--- src/rtl/instr_fetch_if.sv ---
// rtl/instr_fetch_if.sv - synchronous instruction memory read port
interface instr_fetch_if;
  logic [31:0] imem_addr;
  logic        imem_en;
  logic [31:0] imem_data;

  modport master (output imem_addr, output imem_en, input imem_data);
  modport slave  (input imem_addr, input imem_en, output imem_data);
endinterface

--- src/rtl/instr_fetch.sv ---
// rtl/instr_fetch.sv - IF stage: PC to imem, IF/ID register, stall skid, flush, sticky HALT
module instr_fetch #(
  parameter logic [31:0] HALT_WORD = 32'hFFFF_FFFF
) (
  input  logic                 i_clk,
  input  logic                 i_reset,
  input  logic [31:0]          i_pc,
  input  logic                 i_stall,
  input  logic                 i_flush,
  instr_fetch_if.master        imem,
  output logic [31:0]          o_instr,
  output logic [31:0]          o_pc_plus4,
  output logic                 o_valid,
  output logic                 o_halt
);

  logic        f_valid;
  logic [31:0] f_pc;
  logic        s_valid;
  logic [31:0] s_data;
  logic        halt_seen;
  logic [31:0] d_word;
  logic        d_load_valid;

  assign imem.imem_addr = i_pc;
  assign imem.imem_en   = !i_stall && !halt_seen;
  assign o_halt         = halt_seen;

  // Memory output is not held while disabled, so a stalled fetch reads from the skid.
  assign d_word       = s_valid ? s_data : imem.imem_data;
  assign d_load_valid = f_valid && !halt_seen;

  always_ff @(posedge i_clk or negedge i_reset) begin
    if (!i_reset) begin
      f_valid    <= 1'b0;
      f_pc       <= 32'd0;
      s_valid    <= 1'b0;
      s_data     <= 32'd0;
      o_valid    <= 1'b0;
      o_instr    <= 32'd0;
      o_pc_plus4 <= 32'd0;
      halt_seen  <= 1'b0;
    end else if (!i_stall) begin
      s_valid <= 1'b0;
      if (i_flush) begin
        f_valid <= 1'b0;
        o_valid <= 1'b0;
      end else begin
        o_valid    <= d_load_valid;
        o_instr    <= d_word;
        o_pc_plus4 <= f_pc + 32'd4;
        f_valid    <= !halt_seen;
        f_pc       <= i_pc;
        if (d_load_valid && (d_word == HALT_WORD)) begin
          halt_seen <= 1'b1;
        end
      end
    end else if (f_valid && !s_valid) begin
      s_data  <= imem.imem_data;
      s_valid <= 1'b1;
    end
  end

endmodule

--- src/flat_wrapper.sv ---
// flat-port wrapper written by rule: the top's interface ports become plain ports
module instr_fetch_flat 
#(
  parameter logic [31:0] HALT_WORD = 32'hFFFF_FFFF
)
  (i_clk, i_reset, i_pc, i_stall, i_flush, o_instr, o_pc_plus4, o_valid, o_halt, imem_imem_addr, imem_imem_en, imem_imem_data);
  instr_fetch_if imem_i ();
  input  logic i_clk;
  input  logic i_reset;
  input  logic [31:0] i_pc;
  input  logic i_stall;
  input  logic i_flush;
  output logic [31:0] o_instr;
  output logic [31:0] o_pc_plus4;
  output logic o_valid;
  output logic o_halt;
  output wire logic [$bits(imem_i.imem_addr)-1:0] imem_imem_addr;
  output wire logic [$bits(imem_i.imem_en)-1:0] imem_imem_en;
  input wire logic [$bits(imem_i.imem_data)-1:0] imem_imem_data;
  assign imem_imem_addr = imem_i.imem_addr;
  assign imem_imem_en = imem_i.imem_en;
  assign imem_i.imem_data = imem_imem_data;
  instr_fetch #(.HALT_WORD(HALT_WORD)) u_core (.i_clk(i_clk), .i_reset(i_reset), .i_pc(i_pc), .i_stall(i_stall), .i_flush(i_flush), .imem(imem_i), .o_instr(o_instr), .o_pc_plus4(o_pc_plus4), .o_valid(o_valid), .o_halt(o_halt));
endmodule
--- config.mk ---
export PLATFORM = sky130hd
export DESIGN_NAME = instr_fetch_flat
export DESIGN_NICKNAME = d
export VERILOG_FILES = /design/src/rtl/instr_fetch_if.sv /design/src/rtl/instr_fetch.sv /design/src/flat_wrapper.sv
export SDC_FILE = /design/constraint.sdc
export NUM_CORES = 1
export LEC_CHECK = 0
export CAP_MARGIN = 20
export CELL_PAD_IN_SITES_DETAIL_PLACEMENT = 1
export CELL_PAD_IN_SITES_GLOBAL_PLACEMENT = 1
export CORE_MARGIN = 5
export CORE_UTILIZATION = 37
export CTS_CLUSTER_DIAMETER = 200
export DETAILED_ROUTE_END_ITERATION = 10
export PLACE_DENSITY_LB_ADDON = 0.1
export SETUP_SLACK_MARGIN = 0.2
export SLEW_MARGIN = 15
export SYNTH_ARGS = -nofsm -noshare
export SYNTH_HDL_FRONTEND = slang
export SYNTH_SLANG_ARGS = --single-unit
--- constraint.sdc ---
create_clock -name i_clk -period 1.8 [get_ports i_clk]
set_input_delay 0.18 -clock i_clk [delete_from_list [all_inputs] [get_ports i_clk]]
set_output_delay 0.18 -clock i_clk [all_outputs]
set_load 0.01 [all_outputs]
==> results of run 1 <==
## layout make-up
cell class,instances,share of cell area
Clock inverter,10,0.0139
Multi-Input combinational cell,427,0.287
Sequential cell,132,0.361
Inverter,2,0.000819
Clock buffer,22,0.0528
Timing Repair Buffer,237,0.255
Tap cell,220,0.0300
## critical path, delay by kind of cell (launching register included)
kind	cells	cell delay, ps
AOI/OAI and AO/OA	1	150
DFF	1	360
buffers and inverters	2	240
and+or+nand+nor	3	810
## flip-flops by register name (all words and copies together), names as in the netlist
signal and flops:
u_core.o_halt 1, u_core.f_valid 1, u_core.o_instr 32, u_core.o_pc_plus4 32, u_core.f_pc 32, u_core.s_data 32
u_core.o_valid 1, u_core.s_valid 1
## Yosys cell counts, drive strengths merged, types with 7 or more instances
| cell | n | area [sq um] |
|---|---|---|
| nand2 | 161 | 604 |
| dfrtp | 132 | 3300 |
| buf | 48 | 329 |
| o21ai | 48 | 240 |
| mux2 | 32 | 360 |
| nor2 | 31 | 116 |
| mux2i | 26 | 260 |
| clkbuf | 21 | 83.8 |
| nand3 | 17 | 85.1 |
| nand4 | 16 | 115 |
| a31oi | 15 | 93.8 |
| o31ai | 9 | 67.6 |
| or4 | 9 | 67.6 |
| xor2 | 9 | 78.8 |
| or2 | 7 | 43.8 |
| or3 | 7 | 43.8 |
## placed cells by master (no fill, tap or decap), types with 13 or more instances in the layout
master | synthesis | layout
a31oi_1 | 15 | 14
buf_4 | 34 | 53
clkbuf_16 | 0 | 18
clkdlybuf4s50_1 | 0 | 163
dfrtp_1 | 132 | 130
mux2_2 | 31 | 31
mux2i_1 | 26 | 26
nand2_1 | 161 | 159
nand3_1 | 17 | 13
nand4_1 | 15 | 15
nor2_1 | 31 | 30
o21ai_0 | 48 | 45
## what timing repair did
item | CTS | global route
pin swaps | 19 | 23
gates resized for setup | 36 | 20
endpoints found under the hold margin | 42 | 0
setup endpoints to repair | 23 | 23
hold buffers | 1 | 0
setup buffers | 24 | 10
cloned | 1 | 1
## worst min path at each step
stage,from,endpoint,slack [ps],cells after the start
6_report,i_reset,u_core.s_data[16],280,2
5_1_grt,i_reset,u_core.s_data[25],320,2
4_1_cts,i_reset,u_core.s_data[16],280,2
3_5_place_dp,i_reset,u_core.o_instr[21],150,1
3_3_place_gp,i_reset,u_core.o_instr[24],150,1
2_1_floorplan,i_reset,u_core.f_pc[0],-120,0
## metal layers
layer / track usage / wire length (microns)
met2: 0.357 / 10300
met3: 0.0467 / 850
met4: 0.0536 / 238
met5: 0 / 0
met1: 0.240 / 8010
## power breakdown
| part | internal [mW] | leakage, nW | switching (mW) |
|---|---|---|---|
| clock | 2.31 | 0.305 | 1.28 |
| sequential | 3.50 | 1.60 | 0.379 |
| combinational | 1.20 | 2.07 | 0.944 |
## cells by family (layout without fill, tap and decap cells)
logic type / Yosys count / after routing / share of synthesized area
AOI/OAI and AO/OA: 85 / 85 / 0.0797
xor gates and xnor gates: 11 / 11 / 0.0156
adders and majority gates: 1 / 1 / 0.00202
buffers and inverters: 71 / 271 / 0.0680
DFF: 132 / 132 / 0.534
muxes: 58 / 58 / 0.100
and+or+nand+nor: 271 / 272 / 0.200
## per-stage QoR
stage	instances	total power, mW
finish	1050	9.61
global route	1050	10.1
global placement	981	5.81
detailed placement	981	5.91
floorplan	629	4.74
CTS	1039	9.64
==> impl_metrics.tcl, run 1 <==
set metrics [dict create \
    vias 5299 \
    multi_input_area_sq_mm 0.00263 \
    irDropWorstVdd_mv 0.722 \
    cp-start-kind "register" \
    n_fill_cell 1775 \
    nets 886 \
    routedWlPerCell_microns 18.4 \
    cts_buffers 17 \
    cp.arrival_ps 1990 \
    seq_area_frac_synth 0.534 \
    synth-edff-count 0 \
    gr-usage-all-layers 0.199 \
    reg2reg_depth 6 \
    drc_errors 0 \
    core_sq_mm 0.0165 \
    min_period_ps 1650 \
    h-tree-depth 4 \
    pre_cts_ws_ps -63.9 \
    grt_pass1_wl_microns 31200 \
    die_w_microns 139 \
    syn2layout_area_growth_pct 48.3 \
    drt-total-wl_microns 19400 \
    yosys_warnings 0 \
    fin_area_sq_mm 0.00917 \
    dp_hpwl_microns 13200 \
    crit_path_end_kind "register" \
    fmax_mhz 605 \
    reg2reg_slack_ps 150 \
    worstSkewPairLatency_ps 420 \
    gp_congestion 0.808 \
    relSlewSlack 0.606 \
    syn_area_per_cell_sq_um 9.83 \
    synth.distinct_cells 39 \
    port_buffers 166 \
    cts_sinks 132 \
    grt_overflow 0 \
    cp.required_ps 2140 \
    rows 47 \
    maxSlewViolCount 0 \
    cp_slowest_cell "or4_1" \
    r2r-start "u_core.f_pc[9]" \
    synth-main-ff-cell "dfrtp_1" \
    finalHoldViolations 0 \
    initial_core_util 0.376 \
    rsz0062_at_grt "true" \
    place_area_sq_mm 0.00805 \
    final_util 0.557 \
    avgViaCountPerCell 5.05 \
    firstDrtPassIters 4 \
    cp-startpoint "u_core.f_pc[9]" \
    grt_antenna_before_repair 0 \
    p_leak_nw 3.97 \
    max_stage_delay_ps 420 \
    path_class "register to register" \
    cts_root_buf "clkbuf_16" \
    hold_slack_ps 283 \
    cap_violations 0 \
    setup_viol 0 \
    drt_iter0_drc 170 \
    antenna_left 0 \
    diodes 0 \
    setup_slack_ps 146 \
    r2r-end "u_core.o_pc_plus4[22]" \
    async_reset_ff_frac 1.00 \
    clk_path_buf_depth 2 \
    dieArea_sq_mm 0.0194 \
    hold_class "input port to asynchronous set/reset pin" \
    synth-seq-cells 132 \
    regArea_sq_mm 0.00331 \
    fin_tns_setup_ps 0 \
    ios 167 \
    finalCritPeriodShare 0.919 \
    skew_ps 10.1 \
    drive_above_1_share 0.205 \
    crit_end "u_core.o_pc_plus4[22]" \
    first_global_vias 5838 \
    syn-num-nets 698 \
    die_y_microns 139 \
    crit_fanout 5 \
    netlist_area_sq_mm 0.00618 \
    postSynthCellCount 629 \
    p_per_area_mw_per_mm2 1050 \
    path_cells "and4_4 > buf_6 > buf_4 > nand3_4 > or4_1 > a31oi_1" \
    cts.clk_slew.worst_paths_ps 60 \
    cts_tree "done" \
    grt_max_degree 54 \
    tightest_slew_ps 583 \
    status "finished clean" \
]
Note: power is estimated with default switching activity, not from simulation.
==> run 2: changes to the inputs <==
--- a/config.mk
+++ b/config.mk
@@ -12,7 +12,7 @@
 export CORE_UTILIZATION = 37
 export CTS_CLUSTER_DIAMETER = 200
 export DETAILED_ROUTE_END_ITERATION = 10
-export PLACE_DENSITY_LB_ADDON = 0.1
+export PLACE_DENSITY_LB_ADDON = 0.2
 export SETUP_SLACK_MARGIN = 0.2
 export SLEW_MARGIN = 15
 export SYNTH_ARGS = -nofsm -noshare
==> impl_metrics.tcl, run 2 (synthesized netlist as in run 1, its figures left out) <==
set metrics [dict create \
    firstDrtPassIters 6 \
    path_class "register to register" \
    busiest_layer "met2" \
    ios 167 \
    avgViaCountPerCell 5.06 \
    grt_max_degree 81 \
    p_per_area_mw_per_mm2 1080 \
    core_sq_mm 0.0165 \
    cap_violations 0 \
    drt_iter0_drc 218 \
    h-tree-depth 4 \
    hold_class "input port to asynchronous set/reset pin" \
    drc_errors 0 \
    grt_antenna_before_repair 0 \
    fmax_mhz 573 \
    pre_cts_ws_ps 2.02 \
    cp-start-kind "register" \
    tightest_slew_ps 427 \
    gp_congestion 0.854 \
    dp_hpwl_microns 13400 \
    cts_sinks 132 \
    routedWlPerCell_microns 18.4 \
    finalHoldViolations 0 \
    crit_fanout 5 \
    crit_path_end_kind "register" \
    status "finished clean" \
    finalCritPeriodShare 0.970 \
    final_util 0.561 \
    drt-total-wl_microns 19300 \
    irDropWorstVdd_mv 0.790 \
    pwr-share-comb 0.214 \
    antenna_left 0 \
    n_fill_cell 1747 \
    rsz0062_at_grt "true" \
    setup_viol 0 \
    diodes 0 \
    drive_above_1_share 0.200 \
    gr-usage-all-layers 0.199 \
    cts_tree "done" \
    first_global_vias 5994 \
    cts_root_buf "clkbuf_16" \
    worstSkewPairLatency_ps 420 \
    p_int_mw 7.30 \
    groute.layer.met3.usage 0.0528 \
    p_leak_nw 3.97 \
    power.share.clock 0.395 \
    cp-startpoint "u_core.s_valid" \
    pwr-share-seq 0.391 \
    min_period_ps 1750 \
    met1_usage 0.228 \
    die_w_microns 139 \
    setup_slack_ps 53.9 \
    initial_core_util 0.376 \
    cts.clk_slew.worst_paths_ps 60 \
    dieArea_sq_mm 0.0194 \
    skew_ps 6.37 \
    port_buffers 166 \
    cts_buffers 17 \
    grt_overflow 0 \
    grtUsageMet2 0.364 \
    p_switching_mw 2.65 \
    syn2layout_area_growth_pct 49.4 \
    r2r-start "u_core.s_valid" \
    layout_commonest_cell "clkdlybuf4s50_1" \
    maxSlewViolCount 0 \
    vias 5317 \
    rows 47 \
    switching_share 0.266 \
    final_cell_mix "164 x clkdlybuf4s50_1, 161 x nand2_1, 130 x dfrtp_1" \
    nets 886 \
    relSlewSlack 0.711 \
    clk_path_buf_depth 2 \
    grt_pass1_wl_microns 31100 \
    cp.required_ps 2150 \
    die_y_microns 139 \
    cp.arrival_ps 2090 \
]
[run 2: changes by cell type in the layout (fill, tap and decap cells not counted), sizes merged]
cell and change:
clkinv -4, clkbuf -1, dlygate4sd2 -1, clkinvlp +3, bufinv +2, clkdlybuf4s50 +1
[run 2: cell type report]
cell class,instances,area (sq um),share of cell area
sequential,132,3310,0.358
multi-input combinational,427,2610,0.283
timing repair buffer,237,2360,0.255
clock buffer,21,480,0.0520
tap,220,275,0.0298
clock inverter,11,198,0.0214
inverter,2,7.51,0.000812
[run 2: power groups by stage]
stage | Combinational, mW | Clock [mW] | Sequential (mW)
floorplan | 0.788 | 0 | 3.95
global placement | 1.92 | 0 | 3.90
detailed placement | 1.99 | 0 | 3.95
CTS | 2.09 | 4.01 | 3.89
global route | 2.32 | 4.13 | 3.96
finish | 2.13 | 3.93 | 3.89
[run 2: per-stage QoR]
stage	cells	hold slack (ps)	power (mW)	instance area, sq um	TNS, ps
floorplan	629	-116	4.74	6190	0
global route	1050	280	10.4	9240	0
detailed placement	989	137	5.94	8130	0
finish	1050	238	9.95	9240	0
global placement	989	135	5.82	8130	-13.4
CTS	1039	228	9.99	9030	0
[run 2: final timing paths]
check | endpoint | slack, ps | depth (start not counted)
max in group asynchronous | u_core.f_pc[24] | 900 | 3
hold / removal | u_core.o_instr[24] | 240 | 2
min in group i_clk | u_core.f_pc[22] | 320 | 3
setup / recovery | u_core.o_halt | 50 | 4
hold reg to reg | u_core.o_pc_plus4[0] | 470 | 2
setup reg to reg | u_core.o_halt | 50 | 4
[run 2: what timing repair did]
item	in CTS	in global routing
hold endpoints to repair	25	0
gates resized for setup	27	21
gates cloned	1	1
hold buffers	1	0
endpoints found under the setup margin	21	47
pin swaps	21	23
buffers inserted	16	10
[run 2: worst max-delay path, cell delays in order (launching register included)]
cell and delay (ps):
dfrtp_4 520, buf_6 150, or3_1 350, a222oi_1 410, a41o_1 250
[run 2: routing by layer]
layer	vias to the layer above	part of all wire
met4	0	0.017
met1	2654	0.41
li1	2506	-
met2	130	0.52
met5	-	0
met3	27	0.048
==> run 3: changes to the inputs <==
--- a/config.mk
+++ b/config.mk
@@ -9,7 +9,7 @@
 export CELL_PAD_IN_SITES_DETAIL_PLACEMENT = 1
 export CELL_PAD_IN_SITES_GLOBAL_PLACEMENT = 1
 export CORE_MARGIN = 5
-export CORE_UTILIZATION = 37
+export CORE_UTILIZATION = 33
 export CTS_CLUSTER_DIAMETER = 200
 export DETAILED_ROUTE_END_ITERATION = 10
 export PLACE_DENSITY_LB_ADDON = 0.2
==> constraint.sdc (replaced) <==
create_clock -name i_clk -period 1.5 [get_ports i_clk]
set_input_delay 0.15 -clock i_clk [delete_from_list [all_inputs] [get_ports i_clk]]
set_output_delay 0.15 -clock i_clk [all_outputs]
set_load 0.01 [all_outputs]
==> impl_metrics.tcl, run 3 (synthesized netlist as in run 1, its figures left out) <==
set metrics [dict create \
    min_period_ps 1660 \
    hold_class "input port to asynchronous set/reset pin" \
    vias 5501 \
    cp-start-kind "register" \
    p_total_mw 12.4 \
    p_per_area_mw_per_mm2 1280 \
    drive_above_1_share 0.250 \
    cp.arrival_ps 2000 \
    h-tree-depth 4 \
    die_w_microns 147 \
    nets 928 \
    finalHoldViolations 0 \
    tightest_slew_ps 417 \
    diodes 0 \
    relSlewSlack 0.722 \
    cp.required_ps 1840 \
    first_global_vias 6203 \
    drc_errors 0 \
    ios 167 \
    initial_core_util 0.333 \
    routedWlPerCell_microns 18.6 \
    skew_ps 7.09 \
    violations "setup timing" \
    cp_num_buf_inv 1 \
    irDropWorstVdd_mv 0.814 \
    path_delay_family "simple AND/OR/NAND/NOR gates" \
    place_area_sq_mm 0.00853 \
    status "complete, but fails checks" \
    max_stage_delay_ps 520 \
    dp_hpwl_microns 14200 \
    die_y_microns 147 \
    setup_slack_ps -157 \
    port_buffers 166 \
    worstSkewPairLatency_ps 420 \
    cts_sinks 132 \
    pre_cts_ws_ps -337 \
    path_class "register to register" \
    gr-usage-all-layers 0.190 \
    setup_viol 25 \
    grt_max_degree 39 \
    cp_slowest_cell "or4_1" \
    fin_tns_setup_ps -1820 \
    multi_input_area_sq_mm 0.00280 \
    dp_cells 1049 \
    cap_violations 0 \
    layout_commonest_cell "nand2_1" \
    maxSlewViolCount 0 \
    final_cell_mix "156 x nand2_1, 130 x dfrtp_1, 93 x dlygate4sd2_1" \
    clk_path_buf_depth 2 \
    fmax_mhz 604 \
    drt_iter0_drc 161 \
    path_cells "and4_1 > buf_6 > nand4_4 > or4_1 > a31oi_1" \
    finalCritPeriodShare 1.10 \
    gp_congestion 0.807 \
    antenna_left 0 \
    fin_area_sq_mm 0.00965 \
    grt_antenna_before_repair 0 \
    rsz0062_at_grt "true" \
    crit_path_end_kind "register" \
    avgViaCountPerCell 4.97 \
    dieArea_sq_mm 0.0216 \
    cts_buffers 17 \
    grt_pass1_wl_microns 32800 \
    cts_root_buf "clkbuf_16" \
    final_cells 1106 \
    n_fill_cell 2058 \
    crit_fanout 7 \
    cts.clk_slew.worst_paths_ps 60 \
    cts_tree "done" \
    syn2layout_area_growth_pct 56.1 \
    p_leak_nw 4.55 \
    drt-total-wl_microns 20600 \
    grt_overflow 0 \
    regArea_sq_mm 0.00331 \
    firstDrtPassIters 5 \
    rows 50 \
    core_sq_mm 0.0186 \
]
==> run 3: path summary, 6_finish.rpt <==
path                                    from               endpoint  slack [ps]  depth (start not counted)
max reg2reg                   u_core.f_pc[6]  u_core.o_pc_plus4[24]        -160                          5
min in group i_clk                   i_stall         u_core.o_valid         240                          2
min                                  i_reset     u_core.o_instr[17]         210                          2
min reg2reg                u_core.o_instr[1]      u_core.o_instr[1]         480                          2
max in group asynchronous            i_reset          u_core.o_halt         720                          3
max                           u_core.f_pc[6]  u_core.o_pc_plus4[24]        -160                          5
==> run 3: layer usage <==
metal	global-route usage	vias up	share of wire
li1	-	2590	-
met1	0.229	2737	0.42
met2	0.334	145	0.51
met3	0.0444	29	0.044
met4	0.0685	0	0.021
met5	0	-	0
==> run 3: where the power goes <==
group | switching (mW) | internal [mW] | total [mW]
combinational | 1.21 | 1.41 | 2.62
clock | 1.60 | 3.50 | 5.10
sequential | 0.454 | 4.20 | 4.65
total | 3.27 | 9.11 | 12.4
==> run 3: what timing repair did <==
item                       4_1_cts  5_1_grt
hold endpoints to repair        57        0
hold buffers                     1        0
pin swaps                       30       21
resized for setup              165       38
setup endpoints to repair      158       64
cloned                           4        0
buffers inserted                11        9
==> run 3: area by class of cell <==
class                   count  area share
inverters                   2    0.000778
clock inverters            13      0.0288
well taps                 234      0.0303
repair buffers            276       0.261
flip-flops and latches    132       0.342
multi-input cells         430       0.290
clock buffers              19      0.0459
==> run 3: stage by stage <==
step	hold WS [ps]	util
5_1_grt	238	0.520
6_report	207	0.520
3_5_place_dp	96.5	0.459
3_3_place_gp	98.1	0.459
4_1_cts	207	0.508
2_1_floorplan	-146	-
